**src/rtl/pipe_pkg.sv**
```systemverilog
// Shared pipeline types: control-bundle layout, ID/EX FSM states and the EX slot record.
package pipe_pkg;
  localparam int CTRL_W         = 8;
  localparam int CTRL_MEM_READ  = 0;
  localparam int CTRL_REG_WRITE = 1;

  typedef enum logic [1:0] {
    ST_RUN    = 2'd0,
    ST_BUBBLE = 2'd1,
    ST_HOLD   = 2'd2
  } idex_state_e;

  typedef struct packed {
    logic              valid;
    logic [31:0]       pc;
    logic [31:0]       imm;
    logic [31:0]       op1;
    logic [31:0]       op2;
    logic [4:0]        rs1;
    logic [4:0]        rs2;
    logic [4:0]        rd;
    logic [CTRL_W-1:0] ctrl;
  } ex_slot_t;

  // x0 always reads as zero, whatever the register file returns
  function automatic logic [31:0] x0_mask(input logic [4:0] idx, input logic [31:0] d);
    return (idx == 5'd0) ? 32'd0 : d;
  endfunction
endpackage

```
**src/rtl/id_ex_stage_if.sv**
```systemverilog
// ID/EX stage bus: ID-side fields, register-file data, EX control, writeback and EX outputs.
interface id_ex_stage_if #(parameter int CNT_W = 16);
  import pipe_pkg::*;

  logic              id_valid;
  logic [31:0]       id_pc;
  logic [4:0]        id_rs1;
  logic [4:0]        id_rs2;
  logic [4:0]        id_rd;
  logic [31:0]       id_imm;
  logic [CTRL_W-1:0] id_ctrl;
  logic [31:0]       rf_data1;
  logic [31:0]       rf_data2;
  logic              ex_stall;
  logic              flush;
  logic              wb_we;
  logic [4:0]        wb_rd;
  logic [31:0]       wb_data;
  logic              stall_id;
  logic              ex_valid;
  logic [31:0]       ex_pc;
  logic [31:0]       ex_imm;
  logic [31:0]       ex_op1;
  logic [31:0]       ex_op2;
  logic [4:0]        ex_rs1;
  logic [4:0]        ex_rs2;
  logic [4:0]        ex_rd;
  logic [CTRL_W-1:0] ex_ctrl;
  logic [CNT_W-1:0]  bubble_cnt;

  modport master (
    output id_valid, id_pc, id_rs1, id_rs2, id_rd, id_imm, id_ctrl,
           rf_data1, rf_data2, ex_stall, flush, wb_we, wb_rd, wb_data,
    input  stall_id, ex_valid, ex_pc, ex_imm, ex_op1, ex_op2,
           ex_rs1, ex_rs2, ex_rd, ex_ctrl, bubble_cnt
  );

  modport slave (
    input  id_valid, id_pc, id_rs1, id_rs2, id_rd, id_imm, id_ctrl,
           rf_data1, rf_data2, ex_stall, flush, wb_we, wb_rd, wb_data,
    output stall_id, ex_valid, ex_pc, ex_imm, ex_op1, ex_op2,
           ex_rs1, ex_rs2, ex_rd, ex_ctrl, bubble_cnt
  );
endinterface

```
**src/rtl/id_ex_hazard.sv**
```systemverilog
// Combinational load-use hazard and ID stall decode for the ID/EX stage.
module id_ex_hazard (
  input  logic       rst,
  input  logic       id_valid,
  input  logic [4:0] id_rs1,
  input  logic [4:0] id_rs2,
  input  logic       ex_valid,
  input  logic       ex_mem_read,
  input  logic [4:0] ex_rd,
  input  logic       ex_stall,
  input  logic       flush,
  output logic       lu_haz,
  output logic       stall_id
);
  assign lu_haz = id_valid & ex_valid & ex_mem_read & (ex_rd != 5'd0) &
                  ((ex_rd == id_rs1) | (ex_rd == id_rs2));

  // flush kills the transfer, so ID must be free to refetch the target
  assign stall_id = rst & ~flush & (ex_stall | lu_haz);
endmodule

```
**src/rtl/id_ex_stage.sv**
```systemverilog
// ID/EX pipeline register with load-use bubble insertion, EX back-pressure and flush.
// Build option: define IDEX_WB_BYPASS_EN to forward same-cycle writeback data into ex_op1/ex_op2.
module id_ex_stage
  import pipe_pkg::*;
#(
  parameter int CNT_W = 16
) (
  input logic          clk,
  input logic          rst,
  id_ex_stage_if.slave bus
);
  ex_slot_t         ex_q;
  logic [CNT_W-1:0] cnt_q;
  idex_state_e      state_q, state_d;
  logic             lu_haz;
  logic [31:0]      op1_src, op2_src;

  id_ex_hazard u_haz (
    .rst        (rst),
    .id_valid   (bus.id_valid),
    .id_rs1     (bus.id_rs1),
    .id_rs2     (bus.id_rs2),
    .ex_valid   (ex_q.valid),
    .ex_mem_read(ex_q.ctrl[CTRL_MEM_READ]),
    .ex_rd      (ex_q.rd),
    .ex_stall   (bus.ex_stall),
    .flush      (bus.flush),
    .lu_haz     (lu_haz),
    .stall_id   (bus.stall_id)
  );

`ifdef IDEX_WB_BYPASS_EN
  // covers the register-file write/read same-cycle window
  always_comb begin
    op1_src = bus.rf_data1;
    op2_src = bus.rf_data2;
    if (bus.wb_we && bus.wb_rd != 5'd0 && bus.wb_rd == bus.id_rs1) op1_src = bus.wb_data;
    if (bus.wb_we && bus.wb_rd != 5'd0 && bus.wb_rd == bus.id_rs2) op2_src = bus.wb_data;
  end
`else
  logic unused_wb;
  assign op1_src   = bus.rf_data1;
  assign op2_src   = bus.rf_data2;
  assign unused_wb = ^{bus.wb_we, bus.wb_rd, bus.wb_data};
`endif

  always_comb begin
    state_d = ST_RUN;
    if (!rst || bus.flush) state_d = ST_RUN;
    else if (bus.ex_stall) state_d = ST_HOLD;
    else if (lu_haz)       state_d = ST_BUBBLE;
  end

  always_ff @(posedge clk) begin
    if (!rst) state_q <= ST_RUN;
    else      state_q <= state_d;
  end

  // state is for debug observation only; the datapath follows state_d
  logic unused_state;
  assign unused_state = ^state_q;

  always_ff @(posedge clk) begin
    if (!rst) begin
      ex_q  <= '0;
      cnt_q <= '0;
    end else if (bus.flush) begin
      ex_q.valid <= 1'b0;
      ex_q.ctrl  <= '0;
    end else begin
      case (state_d)
        ST_HOLD: ;
        ST_BUBBLE: begin
          ex_q.valid <= 1'b0;
          ex_q.ctrl  <= '0;
          if (cnt_q != {CNT_W{1'b1}}) cnt_q <= cnt_q + 1'b1;
        end
        default: begin
          ex_q.valid <= bus.id_valid;
          ex_q.ctrl  <= bus.id_valid ? bus.id_ctrl : '0;
          ex_q.pc    <= bus.id_pc;
          ex_q.imm   <= bus.id_imm;
          ex_q.rs1   <= bus.id_rs1;
          ex_q.rs2   <= bus.id_rs2;
          ex_q.rd    <= bus.id_rd;
          ex_q.op1   <= x0_mask(bus.id_rs1, op1_src);
          ex_q.op2   <= x0_mask(bus.id_rs2, op2_src);
        end
      endcase
    end
  end

  assign bus.ex_valid   = ex_q.valid;
  assign bus.ex_pc      = ex_q.pc;
  assign bus.ex_imm     = ex_q.imm;
  assign bus.ex_op1     = ex_q.op1;
  assign bus.ex_op2     = ex_q.op2;
  assign bus.ex_rs1     = ex_q.rs1;
  assign bus.ex_rs2     = ex_q.rs2;
  assign bus.ex_rd      = ex_q.rd;
  assign bus.ex_ctrl    = ex_q.ctrl;
  assign bus.bubble_cnt = cnt_q;
endmodule

```
**src/flat_wrapper.sv**
```systemverilog
// flat-port wrapper written by rule: the top's interface ports become plain ports
module id_ex_stage_flat import pipe_pkg::*;
#(
  parameter int CNT_W = 16
)
  (clk, rst, bus_id_valid, bus_id_pc, bus_id_rs1, bus_id_rs2, bus_id_rd, bus_id_imm, bus_id_ctrl, bus_rf_data1, bus_rf_data2, bus_ex_stall, bus_flush, bus_wb_we, bus_wb_rd, bus_wb_data, bus_stall_id, bus_ex_valid, bus_ex_pc, bus_ex_imm, bus_ex_op1, bus_ex_op2, bus_ex_rs1, bus_ex_rs2, bus_ex_rd, bus_ex_ctrl, bus_bubble_cnt);
  id_ex_stage_if #(.CNT_W(CNT_W)) bus_i ();
  input logic clk;
  input logic rst;
  input wire logic [$bits(bus_i.id_valid)-1:0] bus_id_valid;
  input wire logic [$bits(bus_i.id_pc)-1:0] bus_id_pc;
  input wire logic [$bits(bus_i.id_rs1)-1:0] bus_id_rs1;
  input wire logic [$bits(bus_i.id_rs2)-1:0] bus_id_rs2;
  input wire logic [$bits(bus_i.id_rd)-1:0] bus_id_rd;
  input wire logic [$bits(bus_i.id_imm)-1:0] bus_id_imm;
  input wire logic [$bits(bus_i.id_ctrl)-1:0] bus_id_ctrl;
  input wire logic [$bits(bus_i.rf_data1)-1:0] bus_rf_data1;
  input wire logic [$bits(bus_i.rf_data2)-1:0] bus_rf_data2;
  input wire logic [$bits(bus_i.ex_stall)-1:0] bus_ex_stall;
  input wire logic [$bits(bus_i.flush)-1:0] bus_flush;
  input wire logic [$bits(bus_i.wb_we)-1:0] bus_wb_we;
  input wire logic [$bits(bus_i.wb_rd)-1:0] bus_wb_rd;
  input wire logic [$bits(bus_i.wb_data)-1:0] bus_wb_data;
  output wire logic [$bits(bus_i.stall_id)-1:0] bus_stall_id;
  output wire logic [$bits(bus_i.ex_valid)-1:0] bus_ex_valid;
  output wire logic [$bits(bus_i.ex_pc)-1:0] bus_ex_pc;
  output wire logic [$bits(bus_i.ex_imm)-1:0] bus_ex_imm;
  output wire logic [$bits(bus_i.ex_op1)-1:0] bus_ex_op1;
  output wire logic [$bits(bus_i.ex_op2)-1:0] bus_ex_op2;
  output wire logic [$bits(bus_i.ex_rs1)-1:0] bus_ex_rs1;
  output wire logic [$bits(bus_i.ex_rs2)-1:0] bus_ex_rs2;
  output wire logic [$bits(bus_i.ex_rd)-1:0] bus_ex_rd;
  output wire logic [$bits(bus_i.ex_ctrl)-1:0] bus_ex_ctrl;
  output wire logic [$bits(bus_i.bubble_cnt)-1:0] bus_bubble_cnt;
  assign bus_i.id_valid = bus_id_valid;
  assign bus_i.id_pc = bus_id_pc;
  assign bus_i.id_rs1 = bus_id_rs1;
  assign bus_i.id_rs2 = bus_id_rs2;
  assign bus_i.id_rd = bus_id_rd;
  assign bus_i.id_imm = bus_id_imm;
  assign bus_i.id_ctrl = bus_id_ctrl;
  assign bus_i.rf_data1 = bus_rf_data1;
  assign bus_i.rf_data2 = bus_rf_data2;
  assign bus_i.ex_stall = bus_ex_stall;
  assign bus_i.flush = bus_flush;
  assign bus_i.wb_we = bus_wb_we;
  assign bus_i.wb_rd = bus_wb_rd;
  assign bus_i.wb_data = bus_wb_data;
  assign bus_stall_id = bus_i.stall_id;
  assign bus_ex_valid = bus_i.ex_valid;
  assign bus_ex_pc = bus_i.ex_pc;
  assign bus_ex_imm = bus_i.ex_imm;
  assign bus_ex_op1 = bus_i.ex_op1;
  assign bus_ex_op2 = bus_i.ex_op2;
  assign bus_ex_rs1 = bus_i.ex_rs1;
  assign bus_ex_rs2 = bus_i.ex_rs2;
  assign bus_ex_rd = bus_i.ex_rd;
  assign bus_ex_ctrl = bus_i.ex_ctrl;
  assign bus_bubble_cnt = bus_i.bubble_cnt;
  id_ex_stage #(.CNT_W(CNT_W)) u_core (.clk(clk), .rst(rst), .bus(bus_i));
endmodule
```
**config.mk**
```make
export PLATFORM = sky130hd
export DESIGN_NAME = id_ex_stage_flat
export DESIGN_NICKNAME = d
export VERILOG_FILES = /design/src/rtl/pipe_pkg.sv /design/src/rtl/id_ex_stage_if.sv /design/src/rtl/id_ex_hazard.sv /design/src/rtl/id_ex_stage.sv /design/src/flat_wrapper.sv
export SDC_FILE = /design/constraint.sdc
export NUM_CORES = 1
export LEC_CHECK = 0
export CAP_MARGIN = 25
export CELL_PAD_IN_SITES_DETAIL_PLACEMENT = 1
export CELL_PAD_IN_SITES_GLOBAL_PLACEMENT = 1
export CORE_MARGIN = 4
export CORE_UTILIZATION = 27
export CTS_CLUSTER_SIZE = 24
export DETAILED_ROUTE_END_ITERATION = 6
export GPL_ROUTABILITY_DRIVEN = 0
export PLACE_DENSITY_LB_ADDON = 0.3
export SYNTH_ARGS = -nofsm -noshare
export SYNTH_HDL_FRONTEND = slang
export SYNTH_SLANG_ARGS = --single-unit
```
**constraint.sdc**
```tcl
create_clock -name clk -period 3.1 [get_ports clk]
set_clock_uncertainty 0.05 [all_clocks]
set_input_delay 0.31 -clock clk [delete_from_list [all_inputs] [get_ports clk]]
set_output_delay 0.31 -clock clk [all_outputs]
set_load 0.1 [all_outputs]
```
==> run metrics, run 1 <==
status=completed; max-slew violation count=0; top_reg_cell synth=dfxtp_1; Synth Net Count=just under 1k; metal2 WL=11900 um; wl on met1=about 9300 um; First DRT Iteration DRCs=approximately 330; register area=roughly 3400 um2; Via density=around 4.6; Synth Cell Area=6470 um2; TritonRoute pass-1 iters=4; Final period util=~80%; Pleak=3.99 nW; TritonCTS clock tree=built; Setup Fix Bufs, Post-CTS=0; wire length on met3=2030 um; clock tree buffer depth=2; initial antenna violation count=0; synth top area cells=dfxtp_1 52%, nand3_1 12%, o21ai_1 11%, nand2_1 9.9%, buf_6 3.0%; tightest hold margin=between 300 and 400 ps; Hold Startpoint=rst; WP data required=3340 ps; Setup Crit Path Kind=reg -> reg; Die Ht=163 um; Hold EP=u_core.bus.bubble_cnt[6]$_SDFFE_PN0P_; R2R cell count=7; Pwr per Cell Area=roughly 610 nW/um2; die area=26500 um2; final setup violation count=0; worst vdd ir=about 0.33 mV; FMAX=405 MHz; vias in the first global route=around 6.7k; Core ar.=23500 um2; Final Cell Area=10300 um2; fin util=43.9%; Cell variety after synth=30; Starting Density=27.5%; top routing layer used=met4; antenna cells=0; Max-Cap Viols=0; Tot Pwr=0.00630 W; post-synthesis register bit count=168; area occupied by multi-input gates=2710 um2; GRT Util Overall=17.2%; hpwl dp=between 15000 and 20000 um; Clk Latency, worst-skew pair=410 ps; Reg clk slew, reported paths=70 ps; reg2reg start=u_core.bus.ex_rd[1]$_SDFFE_PN0P_; WL final=23500 um; Fin Setup TNS=0 ps; count leader, synth=nand2_1; Placed Area=9700 um2; post-route minimum period=2470 ps; Worst Path Max Fanout=71; Area Overhead vs Synth=59.7%; fillers=2811; Worst-Margin Slew=1010 ps; share of cells above drive strength 1=about 14%; cts repair resizes=0; synthesized area per cell=approximately 8.1 um2; Rows=56; DRT antenna net count=0; die width=163 um; HP Class=in -> reg; CTS Sinks=168; Async SR Flop Fraction=0%; port buffer count=324; RSZ-0062 raised after global routing=false; Yosys top cell by area=dfxtp_1; Synth top area share=51.9%; first-pass GRT wire length=36300 um; sequential element share of the synthesized area=51.9%; Nets=roughly 1.3k; yosys warns=0; Critical Path AT=2710 ps; cell count after synthesis=796; root buffer cell=clkbuf_16; Wirelength per Cell=16.5 um; EDFF count, synth=0; Post-CTS Hold Fix Bufs=0; CP Launch Type=flop; DRC=0; global route total overflow=0; # IOs=363; Hold Vio Cnt, Final=0; DR vias=6511; list of most frequent post-synthesis cells=171 x nand2_1, 168 x dfxtp_1, 155 x nand3_1; htree depth=4; relative slew slack=about a third; hold path cells=4; Worst setup EP type=flop; reg2reg end=u_core.bus.ex_op2[14]$_SDFFE_PN0P_; CTS Buf Count=17; pin count of the biggest net entering global routing=226; R2R Setup Slk=630 ps
==> final cells by class <==
type | instances | share of cell area (%)
well taps | 319 | 3.86
multi-input cells | 553 | 26.2
flip-flops and latches | 168 | 32.5
inverters | 6 | 0.218
repair buffers | 343 | 31.0
clock inverters | 14 | 2.04
clock buffers | 17 | 4.11
==> worst max-delay path, stage by stage (launching register included) <==
cell      delay [ps]
dfxtp_1          380
or4_1            560
o2111a_2         300
a211o_4          430
buf_12           220
buf_12           190
nand3_1           70
o21ai_0          100
==> where the power goes <==
part           internal (W)  switching (W)
Clock               0.00138       0.000960
Sequential          0.00228      0.0000664
Combinational      0.000442        0.00118
==> sequential cells by signal, indices dropped and copies added (netlist names) <==
register / count
u_core.bus.ex_imm: 32
u_core.bus.ex_op1: 32
u_core.bus.ex_op2: 32
u_core.bus.ex_pc: 32
u_core.bus.bubble_cnt: 16
u_core.bus.ex_ctrl: 8
u_core.bus.ex_rd: 5
u_core.bus.ex_rs1: 5
u_core.bus.ex_rs2: 5
u_core.bus.ex_valid: 1
==> routing by layer <==
metal	vias to the layer above	global-route usage (%)
met2	188	30.8
met5	-	0
met4	0	3.96
li1	3317	-
met3	14	7.01
met1	2992	19.0
==> per-stage QoR <==
| step | setup WS [ps] | std cells |
|---|---|---|
| 2_1_floorplan | 126 | 796 |
| 3_3_place_gp | 413 | 1389 |
| 3_5_place_dp | 386 | 1389 |
| 4_1_cts | 638 | 1420 |
| 5_1_grt | 534 | 1420 |
| 6_report | 631 | 1420 |
==> layout by cell type, fill, tap and decap left out, types with 4 or more instances in the layout <==
cell,Yosys,routed
buf_12,0,5
o31ai_1,7,7
inv_6,0,4
inv_1,5,5
nand2_1,171,171
a21oi_1,15,13
clkdlybuf4s50_1,0,226
or4_1,8,8
buf_4,1,111
o21ai_1,137,137
clkbuf_16,0,17
or3_1,7,7
nand3_1,155,155
xnor2_1,11,11
bufinv_16,0,4
dfxtp_1,168,168
o21ai_0,20,20
==> worst max-delay path by stage <==
stage                                          startpoint                                     to  slack (ps)
finish                   u_core.bus.ex_rd[1]$_SDFFE_PN0P_     u_core.bus.ex_op2[14]$_SDFFE_PN0P_         630
global route             u_core.bus.ex_rd[1]$_SDFFE_PN0P_     u_core.bus.ex_op2[14]$_SDFFE_PN0P_         530
CTS                      u_core.bus.ex_rd[1]$_SDFFE_PN0P_     u_core.bus.ex_op2[17]$_SDFFE_PN0P_         640
detailed placement                          bus_id_rs1[2]      u_core.bus.ex_pc[15]$_SDFFE_PN0P_         390
global placement                            bus_id_rs1[2]      u_core.bus.ex_imm[8]$_SDFFE_PN0P_         410
floorplan           u_core.bus.bubble_cnt[0]$_SDFFE_PN0P_  u_core.bus.bubble_cnt[8]$_SDFFE_PN0P_         130
==> kinds of logic after synthesis <==
family,count (synthesis),synth area share (%)
DFF,168,51.9
xor gates and xnor gates,11,1.49
and+or+nand+nor,355,24.7
AOI/OAI and AO/OA,186,15.2
buffers and inverters,75,6.40
adders and majority gates,1,0.193
No activity file was read; power rests on OpenSTA's default activity.
==> run 2, diff against run 1 <==
==> constraint.sdc (replaced) <==
create_clock -name clk -period 2.5 [get_ports clk]
set_clock_uncertainty 0.05 [all_clocks]
set_input_delay 0.25 -clock clk [delete_from_list [all_inputs] [get_ports clk]]
set_output_delay 0.25 -clock clk [all_outputs]
set_load 0.1 [all_outputs]
==> run 2 against run 1 <==
  * Final cell count up 0.28%
  * Sequential cell count unchanged
  * Die area unchanged
  * Sequential share of layout area up 0.64 points
  * Global-route usage up 0.22 points
  * Worst setup slack worse by 510 ps
  * Via count up 1.4%
  * Utilization down 0.53 points
  * Non-clock buffer count up 3
  * Sequential power up 24%
  * Total power up 20%
  * Combinational power up 24%
==> run metrics, run 2 (synthesis gave the netlist of run 1 again) <==
status=completed; pin count of the biggest net entering global routing=226 (unchanged); most used cell, CP=nand2_1; die area=26500 um2 (unchanged); RSZ-0062 raised after global routing=false; Placed Instances=1391 (+0.14%); Fin Setup TNS=0 ps (unchanged); port buffer count=324 (unchanged); kind of cell adding the most delay to the critical path=simple AND/OR/NAND/NOR gates; worst vdd ir=0.408 mV (+25%); WP data required=2200 ps (-1140 ps); Worst Path Buf+Inv=1 (-1); Setup Crit Path Kind=reg -> out; DR vias=6599 (+1.4%); # IOs=363 (unchanged); CTS Buf Count=17 (unchanged); Area Overhead vs Synth=57.8%; HP Class=in -> reg; Final period util=95.1%; CP max stage delay=580 ps (+20 ps); critical-path cell list=or4_1, o2111a_2, nand2_1, nand2_1, buf_12; R2R Setup Slk=140 ps (-490 ps); initial antenna violation count=0 (unchanged); vias in the first global route=6746 (+0.99%); reg2reg start=u_core.bus.ex_rd[1]$_SDFFE_PN0P_; Setup Fix Bufs, Post-CTS=0 (unchanged); Hold Vio Cnt, Final=0 (unchanged); First DRT Iteration DRCs=301 (-8.0%); Nets=1287 (+0.23%); hold path cells=4 (unchanged); Core ar.=23500 um2 (unchanged); Worst-Margin Slew=1010 ps (+0.956 ps); Reg clk slew, reported paths=80 ps (about the same); antenna cells=0 (unchanged); CTS Sinks=168 (unchanged); TritonCTS clock tree=built; Hold Startpoint=rst; post-route minimum period=2380 ps; Rows=56 (unchanged); first-pass GRT wire length=36600 um (+0.80%); Critical Path AT=2080 ps (-630 ps); Die Ht=163 um (unchanged); TritonRoute pass-1 iters=4 (unchanged); Via density=4.63 (+1.1%); Wirelength per Cell=16.7 um (+0.87%); hpwl dp=17200 um (+0.70%); Pwr per Cell Area=738 nW/um2 (+21%); reg2reg end=u_core.bus.ex_pc[15]$_SDFFE_PN0P_; Max-Cap Viols=0 (unchanged); FMAX=between 400 and 500 MHz; commonest non-fill, non-tap cell in the layout=buf_4; htree depth=4 (unchanged); Layout Cells excl Fill=1424 (+0.28%); Pleak=4.13 nW (+3.6%); Worst Path Max Fanout=5 (-93%); cts repair resizes=0 (unchanged); die width=163 um (unchanged); clock tree buffer depth=2 (unchanged); CP Launch Type=flop; Clk Latency, worst-skew pair=430 ps (+20 ps); share of cells above drive strength 1=22.4% (+8.3 points); R2R cell count=7 (unchanged); Starting Density=27.5% (unchanged); Hold EP=u_core.bus.bubble_cnt[8]$_SDFFE_PN0P_; DRC=0 (unchanged); commonest cells after routing, fill and taps aside=181 x buf_4, 171 x nand2_1, 155 x nand3_1; Worst setup EP type=output pin; root buffer cell=clkbuf_16; Post-CTS Hold Fix Bufs=0 (unchanged); WL final=23700 um (+1.2%); final setup violation count=0 (unchanged); max-slew violation count=0 (unchanged); Critical Path Slowest Stage Cell=or4_1; GRT Util Overall=17.4% (+0.22 points); global route total overflow=0 (unchanged); relative slew slack=32.6% (+0.15 points); DRT antenna net count=0 (unchanged)
==> run 2: power breakdown <==
part	total, W	internal (W)	switching [W]
Sequential	0.00290	0.00282	0.0000821
Combinational	0.00201	0.000539	0.00147
Clock	0.00263	0.00134	0.00129
==> run 2: final cells by class <==
type	count	area, um2
flip-flops and latches	168	3390
repair buffers	346	3110
inverters	6	22.5
multi-input cells	553	2710
clock inverters	15	158
clock buffers	17	425
fillers	2854	13300
well taps	319	399
==> run 2: per-stage QoR <==
stage	utilization, %	setup WS [ps]	total power [W]	hold slack (ps)	cell area [um2]
floorplan	-	71.2	0.00437	325	6500
global placement	40.8	143	0.00496	387	9610
detailed placement	40.8	78.2	0.00499	397	9610
CTS	43.3	91.7	0.00766	256	10200
global route	43.4	24.4	0.00786	274	10200
finish	43.4	122	0.00755	275	10200
==> run 2: worst max path at each step <==
stage / startpoint / end / cells after the start
5_1_grt: u_core.bus.ex_rd[1]$_SDFFE_PN0P_ / bus_stall_id / 5
3_5_place_dp: bus_id_rs2[4] / u_core.bus.bubble_cnt[9]$_SDFFE_PN0P_ / 8
3_3_place_gp: bus_flush / u_core.bus.bubble_cnt[9]$_SDFFE_PN0P_ / 7
4_1_cts: u_core.bus.ex_rd[1]$_SDFFE_PN0P_ / bus_stall_id / 5
2_1_floorplan: u_core.bus.ex_rd[1]$_SDFFE_PN0P_ / u_core.bus.ex_imm[31]$_SDFFE_PN0P_ / 8
6_report: u_core.bus.ex_rd[1]$_SDFFE_PN0P_ / bus_stall_id / 5
==> run 2: metal layers <==
| layer | track usage (%) | wire length (um) | vias up |
|---|---|---|---|
| li1 | - | - | 3333 |
| met1 | 19.2 | 9670 | 3019 |
| met2 | 29.7 | 11400 | 210 |
| met3 | 7.24 | 2070 | 37 |
| met4 | 6.94 | 641 | 0 |
| met5 | 0 | 0 | - |
==> run 2: tightest hold or removal path, cell delays in order <==
cell and delay [ps]:
buf_6 80, inv_2 50, buf_4 200, a21oi_1 120
